## config.mk

```make
export PLATFORM = sky130hd
export DESIGN_NAME = trng_health_packer
export DESIGN_NICKNAME = d
export VERILOG_FILES = /design/src/rtl/trng_health_packer.sv
export SDC_FILE = /design/constraint.sdc
export NUM_CORES = 1
export LEC_CHECK = 0
export BUFFER_PORTS_ARGS = -buffer_cell sky130_fd_sc_hd__clkbuf_2
export CORE_MARGIN = 4
export CORE_UTILIZATION = 60
export CTS_BUF_LIST = sky130_fd_sc_hd__clkbuf_8
export CTS_CLUSTER_DIAMETER = 100
export CTS_CLUSTER_SIZE = 8
export DETAILED_ROUTE_END_ITERATION = 7
export PLACE_DENSITY = 0.81
export SETUP_SLACK_MARGIN = 0.02
export SLEW_MARGIN = 20
export SYNTH_ARGS = -nofsm -noshare
export SYNTH_HDL_FRONTEND = slang
export SYNTH_SLANG_ARGS = --single-unit
```

## constraint.sdc

```tcl
create_clock -name clk -period 3.57 [get_ports clk]
set_input_delay 0.714 -clock clk [delete_from_list [all_inputs] [get_ports clk]]
set_output_delay 0.714 -clock clk [all_outputs]
set_load 0.02 [all_outputs]
```

## src/rtl/trng_health_packer.sv

```systemverilog
// trng_health_packer: health-tested entropy packer feeding the RNG word assembler.
// Runs a repetition-count test (and optionally an adaptive-proportion test) on every
// accepted raw bit, packs bits MSB-first into TRNG_WIDTH-bit words and hands them out
// through a one-entry holding register. Any health failure latches a sticky fault.
// Optional feature macro: TRNG_HEALTH_APT_EN compiles in the adaptive-proportion test.
module trng_health_packer #(
    parameter int unsigned TRNG_WIDTH = 4,
    parameter int unsigned RCT_CUTOFF = 8,
    parameter int unsigned APT_WINDOW = 64,
    parameter int unsigned APT_CUTOFF = 56
) (
    input  logic                  clk,
    input  logic                  reset,
    input  logic                  en,
    input  logic                  raw_bit,
    input  logic                  raw_valid,
    input  logic                  trng_req,
    output logic [TRNG_WIDTH-1:0] trng_word,
    output logic                  trng_valid,
    input  logic                  clear_fail,
    output logic                  health_fail,
    output logic [1:0]            fail_cause
);
    localparam int unsigned W          = TRNG_WIDTH;
    localparam int unsigned PACK_CNT_W = (W > 1) ? $clog2(W) : 1;
    localparam int unsigned RUN_CNT_W  = $clog2(RCT_CUTOFF + 1);

    logic [W-1:0]          pack_q, pack_d;
    logic [PACK_CNT_W-1:0] pack_cnt_q, pack_cnt_d;
    logic [W-1:0]          hold_q, hold_d;
    logic                  hold_full_q, hold_full_d;
    logic [RUN_CNT_W-1:0]  run_cnt_q, run_cnt_d;
    logic                  prev_bit_q, prev_bit_d;
    logic                  health_fail_d;
    logic [1:0]            fail_cause_d;
    logic                  accept;
    logic                  rct_fail;
    logic                  apt_fail;
    logic [1:0]            new_cause;
    logic [W-1:0]          pack_shift;

    assign accept     = en && raw_valid;
    assign trng_valid = en && trng_req && hold_full_q && !health_fail;
    assign trng_word  = trng_valid ? hold_q : '0;

    // Repetition-count test: run length of identical bits, saturating at the cutoff.
    always_comb begin
        run_cnt_d  = run_cnt_q;
        prev_bit_d = prev_bit_q;
        rct_fail   = 1'b0;
        if (accept) begin
            prev_bit_d = raw_bit;
            if ((run_cnt_q != '0) && (raw_bit == prev_bit_q)) begin
                if (run_cnt_q < RUN_CNT_W'(RCT_CUTOFF)) begin
                    run_cnt_d = run_cnt_q + 1'b1;
                end
                rct_fail = (run_cnt_q >= RUN_CNT_W'(RCT_CUTOFF - 1));
            end else begin
                run_cnt_d = RUN_CNT_W'(1);
            end
        end
        if (clear_fail) begin
            run_cnt_d = '0;
        end
    end

`ifdef TRNG_HEALTH_APT_EN
    localparam int unsigned WIN_CNT_W   = $clog2(APT_WINDOW + 1);
    localparam int unsigned MATCH_CNT_W = $clog2(APT_CUTOFF + 1);

    logic [WIN_CNT_W-1:0]   win_cnt_q, win_cnt_d;
    logic [MATCH_CNT_W-1:0] match_cnt_q, match_cnt_d;
    logic                   ref_bit_q, ref_bit_d;

    // Adaptive-proportion test: count matches of the window's first bit.
    always_comb begin
        win_cnt_d   = win_cnt_q;
        match_cnt_d = match_cnt_q;
        ref_bit_d   = ref_bit_q;
        apt_fail    = 1'b0;
        if (accept) begin
            if ((win_cnt_q == '0) || (win_cnt_q == WIN_CNT_W'(APT_WINDOW))) begin
                win_cnt_d   = WIN_CNT_W'(1);
                match_cnt_d = MATCH_CNT_W'(1);
                ref_bit_d   = raw_bit;
            end else begin
                win_cnt_d = win_cnt_q + 1'b1;
                if (raw_bit == ref_bit_q) begin
                    if (match_cnt_q < MATCH_CNT_W'(APT_CUTOFF)) begin
                        match_cnt_d = match_cnt_q + 1'b1;
                    end
                    apt_fail = (match_cnt_q >= MATCH_CNT_W'(APT_CUTOFF - 1));
                end
            end
        end
        if (clear_fail) begin
            win_cnt_d   = '0;
            match_cnt_d = '0;
        end
    end

    // APT window state.
    always_ff @(posedge clk or posedge reset) begin
        if (reset) begin
            win_cnt_q   <= '0;
            match_cnt_q <= '0;
            ref_bit_q   <= 1'b0;
        end else if (en || clear_fail) begin
            win_cnt_q   <= win_cnt_d;
            match_cnt_q <= match_cnt_d;
            ref_bit_q   <= ref_bit_d;
        end
    end
`else
    // APT compiled out; its parameters are accepted but never influence the result.
    assign apt_fail = 1'b0 && (APT_CUTOFF <= APT_WINDOW);
`endif

    // Packer, holding register and sticky fault next-state.
    always_comb begin
        pack_shift    = W'({pack_q, raw_bit});
        new_cause     = {apt_fail, rct_fail};
        pack_d        = pack_q;
        pack_cnt_d    = pack_cnt_q;
        hold_d        = hold_q;
        hold_full_d   = hold_full_q && !trng_valid;
        health_fail_d = health_fail | (|new_cause);
        fail_cause_d  = fail_cause | new_cause;
        if (clear_fail || (|new_cause)) begin
            pack_d      = '0;
            pack_cnt_d  = '0;
            hold_full_d = 1'b0;
            if (clear_fail) begin
                health_fail_d = |new_cause;
                fail_cause_d  = new_cause;
            end
        end else if (accept && !health_fail) begin
            if (pack_cnt_q == PACK_CNT_W'(W - 1)) begin
                pack_d     = '0;
                pack_cnt_d = '0;
                if (!hold_full_d) begin
                    hold_d      = pack_shift;
                    hold_full_d = 1'b1;
                end
            end else begin
                pack_d     = pack_shift;
                pack_cnt_d = pack_cnt_q + 1'b1;
            end
        end
    end

    // State registers; everything holds while disabled unless a clear arrives.
    always_ff @(posedge clk or posedge reset) begin
        if (reset) begin
            pack_q      <= '0;
            pack_cnt_q  <= '0;
            hold_q      <= '0;
            hold_full_q <= 1'b0;
            run_cnt_q   <= '0;
            prev_bit_q  <= 1'b0;
            health_fail <= 1'b0;
            fail_cause  <= 2'b00;
        end else if (en || clear_fail) begin
            pack_q      <= pack_d;
            pack_cnt_q  <= pack_cnt_d;
            hold_q      <= hold_d;
            hold_full_q <= hold_full_d;
            run_cnt_q   <= run_cnt_d;
            prev_bit_q  <= prev_bit_d;
            health_fail <= health_fail_d;
            fail_cause  <= fail_cause_d;
        end
    end
endmodule
```

[Yosys cells after proc, flatten, opt, wreduce, memory -nomap -nowiden]
Index checks and enable logic that the tools add are counted.
Storage, ports and cells
  register bits: 18
  output and inout bits: 8
  word-level logic and storage cells: 57
Operators by class
  add/sub/neg operators: 2
  order comparisons: 2
  equal/unequal tests: 3
  muxes and demuxes: 20
  bitwise gates (word level): 4
  reductions and logical operators: 18
Operators with widths (number)
  $mux 4: 5
  $mux 2: 5
  $mux 3: 3
  $logic_and 1x1->1: 7
  $mux 1: 7
  $reduce_and 5->1: 1
  $add 4x1->4 const B: 1
  $ge 4x3->1 const B: 1
  $lt 4x4->1 const B: 1
  $reduce_and 2->1: 2
  $reduce_bool 2->1: 2
  $reduce_bool 4->1: 1
  $ne 3x2->1 const B: 1
  $reduce_and 3->1: 1
  $add 2x1->2 const B: 1
  $eq 2x2->1 const B: 1
  $logic_not 1->1: 2
  $logic_or 1x1->1: 2
  $not 1->1: 2
  $or 2x1->2: 1
  $eq 1x1->1: 1
  $or 1x1->1: 1

[Longest topological paths before layout]
Gate-level depths: netlist (run 1).
  depth after elaboration: 8
  depth in mapped cells: 5

[Least setup slack after synthesis (run 1)]
No wires, ideal clock.
  path kind: input port to output port
  from: in en
  to: out trng_word[0]
  arrival: 1.506 ns
  setup slack: 1.350 ns
  stages: 3
  path buffers: 0
  cells stage by stage: nor2b_1 > and3_1 > and2_1
Between the ends
  longest elaborated chain between the ends: 4
RTL lines
  start, declared: line 14  | input logic en,
  $logic_and 1x1->1 (3 in series): line 43  | assign trng_valid = en && trng_req && hold_full_q && !health_fail;
  net trng_valid: line 19  | output logic trng_valid,
  $mux 4: line 44  | assign trng_word = trng_valid ? hold_q : '0;
  end, declared: line 18  | output logic [TRNG_WIDTH-1:0] trng_word,
The timed path passes the listed nets, and every way through them passes these cells.

[Final worst setup path (run 1)]
  from: in en
  to: out trng_word[2]
Between the ends
  longest elaborated chain between the ends: 4
RTL lines (line)
  $logic_and 1x1->1 (3 in series): 43
  $mux 4: 44
Every way passes these cells.

==> impl_summary.md, run 1 <==
Status
The flow ran to the end, and the final reports show no timing, DRC or antenna violations.

Synth
A synthesized cell averages 10.6 um^2. The top flip-flop cell by instance count after synthesis is dfrtp_1. Of all flip-flops after synthesis, the portion carrying an async set or reset was 1.00. The synthesized flop and latch total is 17. The adder-cell area share of the yosys netlist is 0.0410. The simple-gate share of the synthesized area is 0.201.

By area, the combinational part of the netlist is dominated by simple AND/OR/NAND/NOR gates. Counting every net in the synthesized netlist gives 96. The portion of synthesized area spent on multiplexers is 0.0779. Counting every instance in the synthesized netlist gives 86. The compound-gate portion of the synthesized area is 0.138. The XOR/XNOR share of the synthesized area is 0.0273.

Synthesis instantiated 33 different standard cells from the library. Of the synthesized area, sequential elements account for 0.464. The Yosys warning count is 0. Counting flops with a built-in enable in the synthesized netlist gives 0. The netlist area before placement is 916 um^2.

Worst setup path
The cell family contributing the most delay on the critical path is simple AND/OR/NAND/NOR gates. In this run the worst path has a maximum fanout of 5. The worst-path cell with the longest stage delay is and3_1. Among the stages of the critical path, the cell type that occurs most often is clkbuf_2. The minimum setup slack among reg-to-reg paths is 1.78 ns. The kind of capture point of the worst setup path is a primary output. The critical path data required time is 2.86 ns. On the worst path, the slowest cell contributes a delay of 0.25 ns. The kind of start point of the critical path is an input port.

The critical path goes through clkbuf_2 -> nor2b_1 -> and3_1 -> and2_1 -> clkbuf_2. The total buffers and inverters traversed by the critical path is 2. For the worst setup path, the data arrival time is 1.57 ns. The startpoint-to-endpoint class of the critical path is in2out.

Floorplanning
The die width is 47.1 um. The height of the die is 47.1 um. The core region is 1370 um^2. The count of standard-cell rows is 13.

The initial cell density of the core is 0.670. The die footprint is 2220 um^2. The total I/O pin count is 15.

Timing
In this run the tightest slew margin relative to its limit is 0.579. The final number of hold-violating endpoints is 0. The maximum operating frequency is 0.437 GHz. The shortest period the worst path allows is 2.29 ns.

The worst hold-check slack is 0.510 ns. Setup repair after global routing left no endpoint under its margin. The least setup slack across all paths after layout is 1.28 ns. For the final routed database, the setup TNS stands at 0 ns. Of the available clock period, the critical path in the final layout requires 0.641.

The setup clock skew after layout is 0.00439 ns. The final number of max-transition violations is 0. For the pin with the worst max-slew slack, the measured transition is 0.630 ns. Setup violations remaining at the end of the flow were counted as 0.

Final layout
In the final layout, the share of cells above drive strength 1 is 0.267. The leading cell type in the layout, fill and taps excluded is dfrtp_1. The number of antenna diodes in the final layout is 0. The count of non-filler cells in the finished layout is 116. The post-layout net count is 112. Leaving out fill and tap cells, the most frequent cells in the layout are dfrtp_1, clkbuf_2, nand2_1, inv_1, a21oi_1. After filler insertion, the fill cell instance count of the layout stands at 106. The area added between synthesis and finish is 12.7%.

Drt
Before antenna repair, the detailed router went through 4 iterations. The aggregate routed wire length is 1610 um. After detailed routing, the number of remaining DRC violations is 0. Dividing the detail-routed wire length by the instance count gives 13.8 um. The detailed router finished its first iteration with 23 violations.

The average via count per standard cell is 5.65. The detailed router placed 655 vias in this run. In this run the remaining antenna-violating nets after routing total 0.

Clock tree
After clock tree synthesis, the clock-pin slew on the worst setup and hold paths is 0.07 ns. The number of levels in the clock H-tree is 1. The total number of clock tree sinks is 17. The buffer depth of the longest clock path is 2. After clock tree synthesis, the flow added hold-fix buffers numbering 0.

The number of buffers created by CTS is 3. The post-cts repair resize count is 0. TritonCTS built the clock tree. The later pin in the worst-skew pair is clocked with a latency of 0.24 ns.

The number of setup buffers added after CTS is 0. The clock root buffer is clkbuf_8.

Power
The power after layout is 379 uW. In this run the static leakage power is 0.000524 uW. The peak supply drop is 0.285 mV. In this run the power density over the cells is 367 nW/um^2. The register share of total power is 0.534.

The combinational fraction of design power is 0.103. The internal power contribution is 288 uW. The switching share of total power is 0.240.

The clock power share is 0.363. The switching power is 91.0 uW.

Placed design
The post-DP HPWL is 1180 um. Counting tap cells, the placed design contains a total of 112 instances. The placer congestion estimate is 0.747. Port buffering added 13 buffers. Before CTS, the worst setup slack after placement is 1.28 ns.

GRT
Entering global routing, the biggest net connects 18 pins. The via count of the first global-routing pass was 617. The wire length of the first global-routing pass is 2700 um. Across every metal layer, demand over resource in global routing totals 0.174. Summed over all layers, the global routing overflow is 0. The initial antenna violation count is 0.

Run
The tool flagged a number of max-cap violations equal to 0.

Worst hold path
The tightest min-delay check is of the reg2reg type.
## cell families after synthesis
logic type,count (synthesis)
AO/OA/AOI/OAI,18
XOR/XNOR,2
adder cells (fa/ha/maj),3
buffers and inverters,10
flip-flops,17
multiplexers,5
other,1
AND/OR/NAND/NOR,30
## worst register-to-register path: stages (launching register included)
cell and delay [ns]:
dfrtp_1 0.40, ha_1 0.23, a21oi_2 0.09, o31ai_4 0.39, nand4b_4 0.26, mux2_4 0.31
## final cells by class
class / count / area [um^2] / area share
Clock inverter: 1 / 3.75 / 0.00364
Inverter: 8 / 30.0 / 0.0291
Clock buffer: 3 / 41.3 / 0.0400
Multi-Input combinational cell: 59 / 448 / 0.434
Sequential cell: 17 / 425 / 0.412
Tap cell: 15 / 18.8 / 0.0182
Timing Repair Buffer: 13 / 65.1 / 0.0630
## through the flow
stage	util	area [um^2]
floorplan	-	916
global placement	0.723	987
detailed placement	0.723	987
CTS	0.755	1030
global route	0.755	1030
finish	0.755	1030
## cell usage after synthesis, drive strengths merged (2+ instances only)
cell type	instances	area share
ha	3	0.041
buf	2	0.014
nand2	9	0.037
and2	6	0.042
o21ai	3	0.016
nor2	3	0.012
or3	2	0.015
mux2	5	0.078
inv	8	0.033
dfrtp	17	0.46
a21oi	9	0.053
nand3b	3	0.025
## power by group through the flow
stage	clock (uW)	combinational, uW	sequential (uW)
after floorplan	0	28.7	205
after global placement	0	38.1	206
after detailed placement	0	39.0	206
after CTS	142	39.4	202
after global routing	149	44.2	203
final	137	39.1	202
## state kept, by name (all words and copies together), names as in the netlist
| register | cells |
|---|---|
| pack_q | 3 |
| prev_bit_q | 1 |
| pack_cnt_q | 2 |
| hold_q | 4 |
| hold_full_q | 1 |
| health_fail | 1 |
| fail_cause | 1 |
| run_cnt_q | 4 |
## metal layers
layer	share of wire	GRT usage	up-vias
met5	0	0	-
met4	0.0062	0.0552	0
met3	0.063	0.0345	2
met2	0.47	0.290	22
met1	0.46	0.227	309
li1	-	-	322
## final timing paths
check,start,to,cells after the start
max reg2reg,run_cnt_q[0],hold_q[3],5
min in group asynchronous,reset,hold_q[0],2
max,en,trng_word[2],5
min reg2reg,hold_q[0],hold_q[0],1
min,hold_q[0],hold_q[0],1
max in group asynchronous,reset,pack_q[0],2
(Power assumes the default switching activity.)
==> run 2, diff against run 1 <==
--- a/config.mk
+++ b/config.mk
@@ -5,14 +5,15 @@
 export SDC_FILE = /design/constraint.sdc
 export NUM_CORES = 1
 export LEC_CHECK = 0
+export ABC_AREA = 1
 export BUFFER_PORTS_ARGS = -buffer_cell sky130_fd_sc_hd__clkbuf_2
 export CORE_MARGIN = 4
-export CORE_UTILIZATION = 60
+export CORE_UTILIZATION = 58
 export CTS_BUF_LIST = sky130_fd_sc_hd__clkbuf_8
 export CTS_CLUSTER_DIAMETER = 100
 export CTS_CLUSTER_SIZE = 8
 export DETAILED_ROUTE_END_ITERATION = 7
-export PLACE_DENSITY = 0.81
+export PLACE_DENSITY = 0.78
 export SETUP_SLACK_MARGIN = 0.02
 export SLEW_MARGIN = 20
 export SYNTH_ARGS = -nofsm -noshare
==> constraint.sdc (replaced) <==
create_clock -name clk -period 2.2 [get_ports clk]
set_input_delay 0.44 -clock clk [delete_from_list [all_inputs] [get_ports clk]]
set_output_delay 0.44 -clock clk [all_outputs]
set_load 0.02 [all_outputs]
==> impl_summary.md, run 2 <==
Drt
The starting DRC count in detailed routing is 20 (-13%). The post-detailed-route count of antenna-violating nets came to 0 (unchanged). The wire length per cell after detailed routing was 12.0 um (-14%). The aggregate routed wire length is 1870 um (+16%). The detailed-routing iteration count for the pre-antenna-repair pass is 4 (unchanged). The DRC violation count after routing is 0 (unchanged). The average via count per standard cell is 5.31 (-6.0%).

The number of vias in the routed layout was 828 (+26%).

Synth
The netlist area before placement is 993 um^2 (+8.5%). The XOR/XNOR share of the synthesized area is 0 (-0.0273). The compound-gate portion of the synthesized area came to 0.0428 (-0.0952). The async set-reset flop share out of synthesis is 1.00 (unchanged). The sequential area share after synthesis was 0.428 (-0.0363).

The average instance area after synthesis is 8.01 um^2 (-25%). The number of enable flip-flop cells after synthesis is 0 (unchanged). The synthesized net count is 134 (+40%). The area share of the leading cell type in the synthesized netlist came to 0.428 (-0.0363). The number of instances in the synthesized netlist is 124 (+44%). The main combinational cell family by area after synthesis is simple AND/OR/NAND/NOR gates.

The adder-cell area share of the yosys netlist is 0.0378 (-0.00320). The synthesized flop and latch total was 17 (unchanged). For this run, the leading register cell type out of synthesis is dfrtp_1.

Among all cell types in the netlist, the one instantiated most often is nand2_1. The commonest cells after synthesis are nand2_1, dfrtp_1, inv_1, nor2_1, nand4_1. The Yosys warning count is 0 (unchanged). Ranked by total cell area, the synthesized netlist is headed by dfrtp_1, nand2_1, nand4_1. The number of unique standard cell types used by synthesis is 20 (-39%). The mux cell area share after synthesis came to 0 (-0.0779). The cell accounting for the most synthesized area is dfrtp_1.

The simple-gate share of the synthesized area is 0.387 (+0.186).

Timing
The least setup slack across all paths after layout was 0.483 ns (-0.800 ns). The final setup violation count is 0 (unchanged). The shortest period the worst path allows is 1.72 ns.

Derived from the worst setup path, the maximum achievable clock frequency is 0.582 GHz. The setup TNS is 0 ns (unchanged). Setup repair after global routing left no endpoint under its margin. The period utilization is 0.781.

The final number of hold-violating endpoints is 0 (unchanged). The setup clock skew after layout was 0.00196 ns (-0.00244 ns). The measured slew at the worst slew-check pin was 0.619 ns (-0.0113 ns). The worst hold-check slack is 0.234 ns (-0.276 ns). The final number of max-transition violations is 0 (unchanged). The worst slew slack as a fraction of its limit is 0.587 (+0.00753).

Floorplanning
The count of standard-cell rows is 14 (+1). The total core area is 1560 um^2 (+14%). The height of the die is 49.4 um (+4.9%). The die width is 49.4 um (+4.9%). The total I/O pin count is 15 (unchanged). The initial cell density of the core came to 0.637 (-0.0331).

The die footprint is 2440 um^2 (+10%).

GRT
The overall routing resource usage is 0.182 (+0.00825). The wire length of the first global-routing pass is 3450 um (+28%). The via count of the first global-routing pass came to 784 (+27%). The initial antenna violation count is 0 (unchanged). The leftover overflow at the end of global routing came to 0 (unchanged). The pin count of the biggest net entering global routing was 18 (unchanged).

Worst setup path
The reg-to-reg critical path startpoint is run_cnt_q[0]. The critical path goes through inv_2 -> nand4_1 -> nor2_1 -> clkbuf_2. The critical path data required time is 1.76 ns (-1.10 ns). The signal arrival time at the worst endpoint is 1.28 ns (-0.29 ns).

The worst reg-to-reg path cell count is 9 (+4). The maximum single-stage delay on the critical path is 0.38 ns (+0.13 ns). The worst-path maximum fanout is 6 (+1). The total buffers and inverters traversed by the critical path is 2 (unchanged). The minimum setup slack among reg-to-reg paths came to 0.76 ns (-1.02 ns). The setup path with the least slack is of type reg2out. The capturing point of the worst reg2reg path is hold_q[1]. The worst setup path is launched from a flop.

The kind of capture point of the worst setup path is a primary output. The worst-path cell with the longest stage delay is dfrtp_1. The gate family responsible for the most delay along the worst path is flip-flops.

Clock tree
The total number of clock tree sinks came to 17 (unchanged). The post-cts repair resize count came to 0 (unchanged). The post-cts hold buffer count was 0 (unchanged). The clock latency on the worst-skew pair is 0.25 ns (about the same). The number of buffers created by CTS is 3 (unchanged). The total setup buffers inserted after CTS is 0 (unchanged). The CTS tree is yes. The number of levels in the clock H-tree was 1 (unchanged). The clock transition at the register clock pins on the worst setup and hold paths after CTS is 0.06 ns (about the same). The cell sitting at the root of the clock tree is a clkbuf_8. The buffer depth of the longest clock path is 2 (unchanged).

Final layout
The leading cell type in the layout, fill and taps excluded is nand2_1. The post-layout net count is 151 (+35%). The count of non-filler cells in the finished layout was 156 (+34%). The largest registers in the layout are hold_q x4, run_cnt_q x4, pack_q x3. The top cell types in the final layout, fill and taps aside, are nand2_1, dfrtp_1, inv_1. The number of diodes is 0 (unchanged). Compared with the post-synthesis result, the final layout area differs by 12.3%.

The share of layout cells above drive strength 1 is 0.271 (+0.00410).

Placed design
The count of placed standard cells including taps is 152 (+36%). The worst slack after detailed placement came to 0.631 ns (-0.653 ns). The placer congestion estimate came to 0.742 (-0.67%).

The post-DP HPWL is 1420 um (+20%). The number of buffer cells added on primary ports is 13 (unchanged).

Status
The flow ran to the end, and the final reports show no timing, DRC or antenna violations.

Power
The power density over cell area is 562 nW/um^2 (+53%). The leakage dissipation is 0.000628 uW (+20%). The power after layout came to 627 uW (+66%). The peak supply drop is 0.459 mV (+61%).

Worst hold path
The class of the worst hold path is in2async.

Run
The count of maximum capacitance violations was 0 (unchanged).
-- run 2: cell count changes in the layout (fill, tap and decap cells not counted), sizes merged, moves of 2 or more --
| cell | delta |
|---|---|
| nand2 | +35 |
| inv | +12 |
| nor2 | +12 |
| nand4 | +9 |
| a21oi | -7 |
| and2 | -6 |
| mux2 | -5 |
| nand3 | +3 |
| nand3b | -3 |
| o22ai | +2 |
| or3 | -2 |
-- run 2: layer usage --
layer / global-route usage / up-vias / routed length [um]
met5: 0 / - / 0
met4: 0.0968 / 0 / 44
met3: 0.0428 / 5 / 129
met2: 0.263 / 25 / 778
met1: 0.250 / 376 / 915
li1: - / 422 / -
-- run 2: how the worst max path moves through the flow --
stage / startpoint / endpoint / slack (ns) / cells after the start
after floorplan: health_fail / trng_word[0] / 0.70 / 3
after global placement: en / trng_word[2] / 0.67 / 4
after detailed placement: en / trng_word[2] / 0.63 / 4
after CTS: health_fail / trng_word[2] / 0.45 / 4
after global routing: health_fail / trng_word[0] / 0.30 / 4
final: health_fail / trng_word[2] / 0.48 / 4
-- run 2: stage by stage --
step	area [um^2]	utilization
3_3_place_gp	1070	0.687
3_5_place_dp	1070	0.687
2_1_floorplan	993	-
4_1_cts	1120	0.716
5_1_grt	1120	0.716
6_report	1120	0.716
-- run 2: power by group --
group          internal [uW]  switching (uW)  leakage [uW]
registers                320            6.42      0.000234
logic                   25.4            48.5      0.000367
clock network            124             102     0.0000269
total                    470             157      0.000628
-- run 2: kinds of logic (layout without fill, tap and decap cells) --
logic type                 Yosys count  in the layout
and+or+nand+nor                     73             73
buffers and inverters               22             38
DFF                                 17             17
AOI/OAI and AO/OA                    8              8
adders and majority gates            3              3
other                                1              1
-- run 2: area by class of cell --
class,count,area (um^2)
clock buffer,3,41.3
clock inverter,1,3.75
fill,131,443
inverter,21,92.6
multi-input combinational,85,468
sequential,17,425
tap,16,20.0
timing repair buffer,13,65.1
==> run 3, diff against run 2 <==
==> constraint.sdc (replaced) <==
create_clock -name clk -period 1.76 [get_ports clk]
set_input_delay 0.352 -clock clk [delete_from_list [all_inputs] [get_ports clk]]
set_output_delay 0.352 -clock clk [all_outputs]
set_load 0.02 [all_outputs]
==> impl_summary.md, run 3 (synthesis results as in run 2) <==
Drt
The average via count per standard cell came to 5.35 (+0.85%). The starting DRC count in detailed routing is 19 (-5.0%). The DRC violation count after routing was 0 (unchanged). The post-detailed-route count of antenna-violating nets is 0 (unchanged). The wire length per cell after detailed routing was 11.9 um (-0.27%). The detailed-routing iteration count for the pre-antenna-repair pass is 4 (unchanged).

The number of vias in the routed layout is 835 (+0.85%). The aggregate routed wire length is 1860 um (-0.27%).

GRT
The leftover overflow at the end of global routing is 0 (unchanged). The via count of the first global-routing pass was 780 (-0.51%). The overall routing resource usage is 0.174 (-0.00877).

The pin count of the biggest net entering global routing is 18 (unchanged). The wire length of the first global-routing pass is 3350 um (-2.8%). The initial antenna violation count is 0 (unchanged).

Placed design
The worst slack after detailed placement is 0.367 ns (-0.264 ns). The number of buffer cells added on primary ports is 13 (unchanged). The post-DP HPWL was 1430 um (+1.4%). The placer congestion estimate was 0.743 (about the same).

The count of placed standard cells including taps is 152 (unchanged).

Power
The power after layout was 787 uW (+26%). The leakage dissipation came to 0.000627 uW (about the same). The peak supply drop is 0.518 mV (+13%). The power density over cell area is 703 nW/um^2 (+25%).

Final layout
Leaving out fill and tap cells, the most frequent cell in the layout is nand2_1. The share of layout cells above drive strength 1 is 0.279 (+0.00714). The library cells used most frequently in the layout, excluding fill and tap cells, are nand2_1, dfrtp_1, inv_1. The number of diodes is 0 (unchanged). The count of non-filler cells in the finished layout is 156 (unchanged). The area added between synthesis and finish is 12.7%.

The post-layout net count is 151 (unchanged). The largest registers in the layout are hold_q x4, run_cnt_q x4, pack_q x3.

Clock tree
The number of buffers created by CTS is 3 (unchanged). The clock latency on the worst-skew pair is 0.25 ns (about the same). The total number of clock tree sinks came to 17 (unchanged). The post-cts hold buffer count came to 0 (unchanged). The number of levels in the clock H-tree is 1 (unchanged).

The clock root buffer is clkbuf_8. The buffer depth of the longest clock path is 2 (unchanged). The CTS tree is yes.

The clock transition at the register clock pins on the worst setup and hold paths after CTS is 0.06 ns (about the same).

Worst setup path
The kind of capture point of the worst setup path is a primary output. The minimum setup slack among reg-to-reg paths is 0.35 ns (-0.41 ns). The worst-path maximum fanout came to 6 (unchanged). The worst setup path is launched from a flop. The critical path data required time is 1.41 ns (-0.35 ns).

The signal arrival time at the worst endpoint is 1.24 ns (-0.04 ns). The startpoint-to-endpoint class of the critical path is reg2out.

Floorplanning
The initial cell density of the core came to 0.637 (unchanged). The die width is 49.4 um (unchanged). The height of the die is 49.4 um (unchanged).

The total I/O pin count came to 15 (unchanged). The die footprint is 2440 um^2 (unchanged). The total core area is 1560 um^2 (unchanged). The count of standard-cell rows came to 14 (unchanged).

Timing
The setup TNS is 0 ns (unchanged). The final number of max-transition violations is 0 (unchanged). The period utilization is 0.907. Timing would allow up to 0.626 GHz. Setup repair after global routing left no endpoint under its margin. The measured slew at the worst slew-check pin came to 0.669 ns (+0.0496 ns).

The worst slew slack as a fraction of its limit is 0.554 (-0.0331). The routed design could run at a clock period as short as 1.60 ns. The least setup slack across all paths after layout is 0.163 ns (-0.320 ns). The final setup violation count is 0 (unchanged). The setup clock skew after layout is 0.00222 ns (+0.000260 ns).

The worst hold-check slack is 0.171 ns (-0.0627 ns). The final number of hold-violating endpoints came to 0 (unchanged).

Run
The count of maximum capacitance violations came to 0 (unchanged).

Status
The flow ran to the end, and the final reports show no timing, DRC or antenna violations.

Worst hold path
The worst hold path belongs to the class in2async.
==> run 3: power by group <==
group / total [uW] / internal, uW / leakage, uW / switching (uW)
registers: 408 / 400 / 0.000234 / 7.75
clock network: 286 / 157 / 0.0000255 / 129
logic: 92.6 / 31.8 / 0.000368 / 60.8
total: 787 / 589 / 0.000627 / 198
==> run 3: final cells by class <==
class	instances	area, um^2
multi-input cells	85	468
clock buffers	3	41.3
repair buffers	13	67.6
well taps	16	20.0
flip-flops and latches	17	425
fillers	110	439
clock inverters	1	5.00
inverters	21	92.6
==> run 3: repair_timing <==
action,in CTS,in global routing
buffers inserted,0,0
resized for setup,0,2
setup endpoints to repair,0,1
hold endpoints to repair,0,0
==> run 3: final timing paths <==
kind | from | to | cells after the start
worst min-delay path | reset | prev_bit_q | 2
worst min register to register | pack_cnt_q[1] | pack_cnt_q[1] | 2
worst max-delay path | health_fail | trng_word[2] | 4
max in group asynchronous | reset | run_cnt_q[2] | 2
min in group clk | clear_fail | health_fail | 2
worst max register to register | run_cnt_q[0] | pack_q[1] | 10
==> run 3: routing by layer <==
layer | track usage | part of all wire
met1 | 0.242 | 0.48
met2 | 0.279 | 0.45
met3 | 0.0306 | 0.063
met4 | 0.0415 | 0.0021
met5 | 0 | 0
==> run 3: through the flow <==
step	cell area, um^2	utilization
2_1_floorplan	993	-
3_3_place_gp	1070	0.687
3_5_place_dp	1070	0.687
4_1_cts	1120	0.717
5_1_grt	1120	0.718
6_report	1120	0.718
==> run 3: worst max-delay path, cell delays in order (launching register included) <==
cell	delay (ns)
dfrtp_1	0.39
inv_2	0.08
nand4_1	0.20
nor2_1	0.15
clkbuf_2	0.18
